`config.mk`:
```
export PLATFORM = sky130hd
export DESIGN_NAME = srio_swrite_unpack_mc
export DESIGN_NICKNAME = d
export VERILOG_FILES = /design/src/rtl/srio_swrite_unpack_mc.sv
export SDC_FILE = /design/constraint.sdc
export NUM_CORES = 1
export LEC_CHECK = 0
export ABC_AREA = 1
export CORE_AREA = 2 2 202 204
export DETAILED_ROUTE_END_ITERATION = 8
export DIE_AREA = 0 0 204 206
export PLACE_DENSITY = 0.56
export SLEW_MARGIN = 20
export SYNTH_ARGS = -nofsm -noshare
export SYNTH_HDL_FRONTEND = slang
export SYNTH_SLANG_ARGS = --single-unit
export TNS_END_PERCENT = 5
```
`constraint.sdc`:
```
create_clock -name AXIS_ACLK -period 3.15 [get_ports AXIS_ACLK]
set_input_delay 0.4725 -clock AXIS_ACLK [delete_from_list [all_inputs] [get_ports AXIS_ACLK]]
set_output_delay 0.4725 -clock AXIS_ACLK [all_outputs]
set_load 0.05 [all_outputs]
```
`src/rtl/srio_swrite_unpack_mc.sv`:
```
// SRIO SWRITE (Ftype 6) unpacker: drops the header beat of each packet and forwards the payload
// on AXI-Stream with TDEST picked by a masked address-table lookup; keeps pkt/drop/err counters.
module srio_swrite_unpack_mc #(
    parameter int unsigned             DATA_WIDTH     = 64,
    parameter int unsigned             NUM_CH         = 4,
    parameter int unsigned             TDEST_WIDTH    = 4,
    parameter bit                      DROP_UNMATCHED = 1'b1,
    parameter logic [TDEST_WIDTH-1:0]  MISS_TDEST     = '1
) (
    input  logic                    AXIS_ACLK,
    input  logic                    AXIS_ARESETN,
    input  logic                    S_AXIS_TVALID,
    output logic                    S_AXIS_TREADY,
    input  logic                    S_AXIS_TLAST,
    input  logic [DATA_WIDTH-1:0]   S_AXIS_TDATA,
    output logic                    M_AXIS_TVALID,
    input  logic                    M_AXIS_TREADY,
    output logic                    M_AXIS_TLAST,
    output logic [DATA_WIDTH-1:0]   M_AXIS_TDATA,
    output logic [TDEST_WIDTH-1:0]  M_AXIS_TDEST,
    output logic                    M_AXIS_TID,
    input  logic [31:0]             cmd,
    input  logic [NUM_CH*32-1:0]    addr_table,
    input  logic [NUM_CH*32-1:0]    addr_mask,
    output logic [31:0]             pkt_cnt,
    output logic [31:0]             drop_cnt,
    output logic [31:0]             err_cnt,
    output logic [1:0]              state
);

    typedef enum logic [1:0] {
        StIdle    = 2'd0,
        StHdr     = 2'd1,
        StPayload = 2'd2,
        StDrop    = 2'd3
    } state_e;

    state_e                   state_q, state_d;
    logic                     full_q, full_d;
    logic [DATA_WIDTH-1:0]    data_q;
    logic                     last_q;
    logic [TDEST_WIDTH-1:0]   tdest_q, tdest_d;
    logic [31:0]              pkt_cnt_q, pkt_cnt_d;
    logic [31:0]              drop_cnt_q, drop_cnt_d;
    logic [31:0]              err_cnt_q, err_cnt_d;

    logic start, soft_rst, cnt_clr, cmd_unused;
    logic s_xfr, m_xfr, d_xfr, m_valid;
    logic hit;
    logic [TDEST_WIDTH-1:0]   hit_idx;
    logic [31:0]              hdr_addr;
    logic pkt_inc, drop_inc, err_inc;

    assign start      = cmd[0];
    assign soft_rst   = cmd[1];
    assign cnt_clr    = cmd[2];
    assign cmd_unused = ^cmd[31:3];
    assign hdr_addr   = data_q[31:0];

    // Scan from the top so the lowest matching index is the one left standing.
    always_comb begin : addr_match
        hit     = 1'b0;
        hit_idx = '0;
        for (int i = int'(NUM_CH) - 1; i >= 0; i--) begin
            if (((hdr_addr ^ addr_table[32*i +: 32]) & addr_mask[32*i +: 32]) == 32'd0) begin
                hit     = 1'b1;
                hit_idx = TDEST_WIDTH'(i);
            end
        end
    end

    always_ff @(posedge AXIS_ACLK or negedge AXIS_ARESETN) begin : fsm_reg
        if (!AXIS_ARESETN) begin
            state_q <= StIdle;
        end else begin
            state_q <= state_d;
        end
    end

    always_comb begin : fsm_next
        state_d = state_q;
        tdest_d = tdest_q;
        unique case (state_q)
            StIdle: begin
                if (start) state_d = StHdr;
            end
            StHdr: begin
                // A header carrying TLAST is an error and is swallowed without leaving HDR.
                if (full_q && !last_q) begin
                    if (hit) begin
                        tdest_d = hit_idx;
                        state_d = StPayload;
                    end else if (DROP_UNMATCHED) begin
                        state_d = StDrop;
                    end else begin
                        tdest_d = MISS_TDEST;
                        state_d = StPayload;
                    end
                end
            end
            StPayload: begin
                if (m_xfr && last_q) state_d = StHdr;
            end
            StDrop: begin
                if (full_q && last_q) state_d = StHdr;
            end
            default: state_d = StIdle;
        endcase
        if (soft_rst) state_d = StIdle;
    end

    always_comb begin : fsm_out
        m_valid = 1'b0;
        d_xfr   = 1'b0;
        unique case (state_q)
            StIdle:    d_xfr = 1'b0;
            StHdr:     d_xfr = full_q;
            StPayload: begin
                m_valid = full_q;
                d_xfr   = full_q & M_AXIS_TREADY;
            end
            StDrop:    d_xfr = full_q;
            default:   d_xfr = 1'b0;
        endcase
        // Soft reset freezes both sides for its cycle so nothing is transferred or counted.
        if (soft_rst) begin
            m_valid = 1'b0;
            d_xfr   = 1'b0;
        end
    end

    assign m_xfr         = m_valid & M_AXIS_TREADY;
    assign S_AXIS_TREADY = (!full_q | d_xfr) & !soft_rst;
    assign s_xfr         = S_AXIS_TVALID & S_AXIS_TREADY;

    always_comb begin : hold_next
        full_d = full_q;
        if (s_xfr) begin
            full_d = 1'b1;
        end else if (d_xfr) begin
            full_d = 1'b0;
        end
        if (soft_rst) full_d = 1'b0;
    end

    assign pkt_inc  = m_xfr & last_q;
    assign drop_inc = (state_q == StDrop) & d_xfr & last_q;
    assign err_inc  = (state_q == StHdr) & d_xfr & last_q;

    always_comb begin : cnt_next
        pkt_cnt_d  = pkt_cnt_q + 32'(pkt_inc);
        drop_cnt_d = drop_cnt_q + 32'(drop_inc);
        err_cnt_d  = err_cnt_q + 32'(err_inc);
        if (cnt_clr) begin
            pkt_cnt_d  = '0;
            drop_cnt_d = '0;
            err_cnt_d  = '0;
        end
    end

    always_ff @(posedge AXIS_ACLK or negedge AXIS_ARESETN) begin : datapath_reg
        if (!AXIS_ARESETN) begin
            full_q     <= 1'b0;
            data_q     <= '0;
            last_q     <= 1'b0;
            tdest_q    <= '0;
            pkt_cnt_q  <= '0;
            drop_cnt_q <= '0;
            err_cnt_q  <= '0;
        end else begin
            full_q     <= full_d;
            tdest_q    <= tdest_d;
            pkt_cnt_q  <= pkt_cnt_d;
            drop_cnt_q <= drop_cnt_d;
            err_cnt_q  <= err_cnt_d;
            if (s_xfr) begin
                data_q <= S_AXIS_TDATA;
                last_q <= S_AXIS_TLAST;
            end
        end
    end

    assign M_AXIS_TVALID = m_valid;
    assign M_AXIS_TDATA  = data_q;
    assign M_AXIS_TLAST  = last_q & m_valid;
    assign M_AXIS_TDEST  = tdest_q;
    assign M_AXIS_TID    = tdest_q[0];
    assign pkt_cnt       = pkt_cnt_q;
    assign drop_cnt      = drop_cnt_q;
    assign err_cnt       = err_cnt_q;
    assign state         = state_q;

endmodule

```
**Yosys cells after proc, flatten, opt, wreduce, memory -nomap -nowiden**

Index checks and enable logic that the tools add are counted.

- Memories kept: 0
- Memory bits (read-only): 0
- Register bits after elaboration: 168
- Bits in writable memories: 0
- Bits of input ports: 357
- Output and inout bits: 170
- Bits in latches: 0

- Shift operators: 0
- Mux-type cells: 25
- Div/mod/pow operators: 0
- Reductions and logical operators: 15
- Order comparisons: 0
- $add $sub $neg: 3
- Bitwise gates (word level): 19
- Multiply operators: 0
- Eq/ne operators: 7

Operators by type and width:

| cell | count |
|---|---|
| AND 32 bit | 4 |
| logical NOT 32 bit | 4 |
| bitwise XOR 32 bit | 4 |
| adder 32 x 1 -> 32 bit | 3 |
| 2-to-1 mux 32 bit | 3 |
| 2-to-1 mux 2 bit | 7 |
| inequality test 3 bit, second input constant | 4 |
| 2-to-1 mux 1 bit | 11 |
| AND 1 bit | 10 |
| 2-to-1 mux 4 bit | 2 |
| one-hot mux 2 bit (4 select lines) | 1 |
| equality test 2 bit, second input constant | 2 |
| AND reduction 4 bit | 1 |
| logical AND 1 bit | 3 |
| logical NOT 1 bit | 3 |
| one-hot mux 1 bit (3 select lines) | 1 |
| AND reduction 3 bit | 1 |
| nonzero test 3 bit | 1 |
| equality test 2 x 1 -> 1 bit, second input constant | 1 |
| logical NOT 2 bit | 1 |
| OR reduction 2 bit | 1 |
| bitwise OR 1 bit | 1 |

**Logic depth before layout (Yosys ltp)**

Gate-level depths: netlist of the first run.

- Depth in word-level cells: 11
- Mapped depth: 19
- Mapped depth without buffers: 19

**Worst setup path after synthesis of the first run**

No wires, ideal clock.

- Kind: register to register
- From: register state_q[1], in the netlist state[1]
- To: register pkt_cnt_q[22], in the netlist pkt_cnt[22]
- Path buffers: 0
- Setup slack: -264 ps
- Cell stages (with the launch flop): 19
- Data required time: 3072 ps
- Arrival time: 3336 ps
- Setup time: 78 ps
- Clock period less this slack: 3414 ps
- Path through: dfrtp_1 > inv_1 > nor2_1 > nand2_1 > nor2_1 > nand2_1 > inv_1 > ha_1 > ha_1 > nand2_1 > nor2_2 > nand2_1 > nor2_4 > nand2_2 > nor2_4 > nand3_2 > nor2_1 > o21ai_0 > a21oi_1

- Cells in the longest elaborated chain, start to end: 7

RTL lines:

| item | RTL line | source |
|---|---|---|
| start: declaration | 38 | `state_e state_q, state_d;` |
| start signal: assignment | 74 | `state_q <= StIdle;` |
| start signal: assignment | 76 | `state_q <= state_d;` |
| equality test 2 bit | 115 | `unique case (state_q)` |
| 2-to-1 mux 1 bit | 115 |  |
| 2-to-1 mux 1 bit | 126 | `if (soft_rst) begin` |
| AND 1 bit | 132 | `assign m_xfr = m_valid & M_AXIS_TREADY;` |
| AND 1 bit | 146 | `assign pkt_inc = m_xfr & last_q;` |
| adder 32 x 1 -> 32 bit | 151 | `pkt_cnt_d = pkt_cnt_q + 32'(pkt_inc);` |
| 2-to-1 mux 32 bit | 154 | `if (cnt_clr) begin` |
| named net pkt_cnt_d[22] | 43 | `logic [31:0] pkt_cnt_q, pkt_cnt_d;` |
| end signal: assignment | 173 | `pkt_cnt_q <= pkt_cnt_d;` |
| end: declaration | 43 |  |

The timed path passes the listed nets, and every way through them passes these cells.
A chain may end at the register's enable or synchronous reset.

**Final worst setup path of the first run**

- From: input cmd[1]
- To: register drop_cnt_q[26], in the netlist drop_cnt[26]

- Cells in the longest elaborated chain, start to end: 5

RTL lines:

| item | RTL line | source |
|---|---|---|
| start: declaration | 22 | `input logic [31:0] cmd,` |
| 2-to-1 mux 1 bit | 126 |  |
| AND 1 bit (2 in series) | 147 | `assign drop_inc = (state_q == StDrop) & d_xfr & last_q;` |
| adder 32 x 1 -> 32 bit | 152 | `drop_cnt_d = drop_cnt_q + 32'(drop_inc);` |
| 2-to-1 mux 32 bit | 154 |  |
| named net drop_cnt_d[26] | 44 | `logic [31:0] drop_cnt_q, drop_cnt_d;` |
| end signal: assignment | 174 | `drop_cnt_q <= drop_cnt_d;` |
| end: declaration | 44 |  |

The timed path passes the listed nets, and every way through them passes these cells.

==> reports/qor.yml, run 1 <==
fmax_mhz: 373
cts-resized-gates: 0
grt_pass1_wl_um: 68700
clk_pin_slew_worst_paths_ns: 0.07
io_buffers: 495
syn_inst: 1570
muxShareOfSynthArea_pct: 4.54
fin_total_pwr_mw: 7.42
synth_compound_area_share_pct: 8.21
grt_max_degree: 69
crit_fanout: 5
syn2layout_area_growth_pct: 57.6
final_area_um2: 17200
synth.distinct_cells: 43
slew_violations: 0
yosys.area_share.xor_xnor_pct: 1.28
clk_path_buf_depth: 2
worst_slack_ns: 0.469
finalCritPeriodShare_pct: 85.1
async_flop_share_pct: 100
dp_slack_ns: -0.00570
io_pins: 527
clock-sinks: 166
die_h_um: 206
first_iter_violations: 543
seqCellArea_um2: 4150
nets: 2437
vias: 11900
initial_core_util_pct: 27.2
endpoint_kind: "register"
reg2reg_depth: 16
grt_overflow_total: 0
ant_nets: 0
hpwl_um: 38800
tightest_slew_ns: 0.752
fill_cells: 4147
grtUsageTotal_pct: 22.0
fin_crit_ns: 2.68
cp_data_required_time_ns: 3.47
relSlewSlack_pct: 49.8
syn_area_um2: 10900
cellPowerDensity_nw_per_um2: 431
cp.arrival_ns: 3.00
post_cts_buffers: 0
synth_top_area_share_pct: 38.0
drive_above_1_share_pct: 8.58
synth_top_family_by_area: "simple AND/OR/NAND/NOR gates"
ys_top_cells_by_area: "dfrtp_1, nand2_1, nor2_1"
antenna_found_initial: 25
max-cap-violations: 0
yosysTopAreaCell: "dfrtp_1"
ys_ff_latch: 166
ir_drop_uv: 371
h-tree-depth: 4
rsz0062_at_grt: "no"
cts_hold_buf: 0
routabilityCongestion: 0.915
placed_cell_area_um2: 16600
synth_fa_ha_area_share_pct: 0.687
synth_flop_cell: "dfrtp_1"
cp-start-kind: "input port"
setup_viol: 0
synth_warnings: 0
fin_cells: 2636
dieArea_um2: 42000
min-delay-path-class: "in2async"
multi_input_area_um2: 5800
status: "finished, final reports clean"
dp.cells: 2587
row_count: 74
avgRoutedWirePerCell_um: 17.7
skew_ns: 0.0140
finalHoldViolCount: 0
cts_buffers: 17
worstSetupPathType: "in2reg"
synthSimpleGateAreaFrac_pct: 38.2
clock_latency_ns: 0.44
ys_seq_area_share_pct: 38.0
synth-edff-count: 0
routed_via_density: 4.52
drc: 0
wl_um: 46700
syn_avg_cell_area_um2: 6.96
grt_pass1_vias: 11800
cts_root_buf: "clkbuf_16"
core-area_um2: 40200
leakage_nw: 7.82
die_w_um: 204
cts_tree: "built"
drt_pass1_iterations: 8
[registers in the layout, summed over array words and instances (netlist names)]
name          flops
M_AXIS_TDATA     64
M_AXIS_TDEST      2
drop_cnt         32
err_cnt          32
full_q            1
last_q            1
pkt_cnt          32
state             2
[where the power goes]
part	internal [mW]	total [mW]	leakage [nW]	switching (mW)
clock network	1.26	2.23	0.288	0.969
registers	2.31	2.57	2.14	0.260
logic	1.11	2.61	5.39	1.50
total	4.69	7.42	7.82	2.73
[cells in the mapped netlist, drive strengths merged, types with 12 or more instances]
| library cell | instances |
|---|---|
| nand4 | 24 |
| nand3 | 135 |
| nand2 | 435 |
| xor2 | 14 |
| nor3 | 59 |
| nor4 | 15 |
| clkbuf | 15 |
| o21ai | 46 |
| nor2 | 256 |
| a21oi | 80 |
| buf | 12 |
| or2 | 27 |
| mux2 | 33 |
| inv | 218 |
| dfrtp | 166 |
[cell type report]
cell class	count	area share [%]
Multi-Input combinational cell	1159	33.7
Sequential cell	166	24.1
Clock buffer	19	2.52
Timing Repair Buffer	511	29.8
Antenna cell	17	0.247
Clock inverter	13	0.996
Tap cell	532	3.87
Inverter	219	4.78
[worst max-delay path, cell delays in order]
cell and delay (ns):
clkdlybuf4s50_1 0.44, nor2_2 0.16, o211ai_2 0.14, nor4_1 0.35
ha_1 0.27, nand3_2 0.13, nor2_2 0.20, nand2_2 0.11
nor2_4 0.13, nand2_4 0.10, nor2_8 0.14, nand3_2 0.09
nor2_4 0.12, nand2_1 0.06, nand2_1 0.06, a21oi_1 0.04
[cell usage in the layout (no fill, tap or decap), types with 6 or more instances in the layout]
cell and n:
clkdlybuf4s50_1 490, nand2_1 429, nor2_1 238, inv_1 215
dfrtp_1 166, nand3_1 131, nor3_1 55, a21oi_1 49
o21ai_0 46, mux2_4 33, a21oi_2 31, or2_2 27
nand4_1 24, diode_2 17, clkbuf_16 17, nor4_1 15
xor2_1 14, buf_4 14, nor2_2 10, nor2_4 7
o21a_1 7, ha_1 6
[per-stage QoR]
step	setup TNS [ns]	utilization [%]	hold slack, ns
after global routing	0	42.8	0.118
after floorplan	0	-	0.177
after global placement	0	41.2	0.473
after detailed placement	-0.00570	41.2	0.483
after CTS	0	42.7	0.0930
final	0	42.8	0.0831
[metal layers]
| metal | up-vias | GRT usage [%] | part of all wire, % | wire length, µm |
|---|---|---|---|---|
| met1 | 5457 | 23.8 | 38 | 17700 |
| met2 | 359 | 39.7 | 52 | 24200 |
| met4 | 14 | 7.71 | 2.5 | 1150 |
| met3 | 62 | 7.77 | 7.8 | 3650 |
| met5 | - | 0 | 0.20 | 92 |
| li1 | 6034 | - | - | - |
[cells by family (layout without fill, tap and decap cells)]
kind of cell,count (synthesis),count (layout)
flops,166,166
buf+inv,246,762
mux,33,33
other cells,1,19
simple gates,957,957
fa+ha+maj,6,6
xor+xnor,16,16
compound gates,145,145
[final timing paths]
| check | start | end | slack [ns] |
|---|---|---|---|
| max | cmd[1] | drop_cnt[26]$_DFF_PN0_ | 0.47 |
| min | AXIS_ARESETN | M_AXIS_TDATA[45]$_DFFE_PN0P_ | 0.08 |
| max reg2reg | state[0]$_DFFE_PN0P_ | drop_cnt[26]$_DFF_PN0_ | 0.47 |
| min reg2reg | M_AXIS_TDEST[1]$_DFFE_PN0P_ | M_AXIS_TDEST[1]$_DFFE_PN0P_ | 0.49 |
| max in group asynchronous | AXIS_ARESETN | drop_cnt[19]$_DFF_PN0_ | 2.27 |
| min in group AXIS_ACLK | M_AXIS_TDEST[1]$_DFFE_PN0P_ | M_AXIS_TDEST[1]$_DFFE_PN0P_ | 0.49 |
Note: power is estimated with default switching activity, not from simulation.
==> inputs of run 2 (changes only) <==
SKIP_CTS_REPAIR_TIMING = 1   (was default)
==> results of run 2 <==
The final DEF is identical to that of run 1; final timing and power are the same.
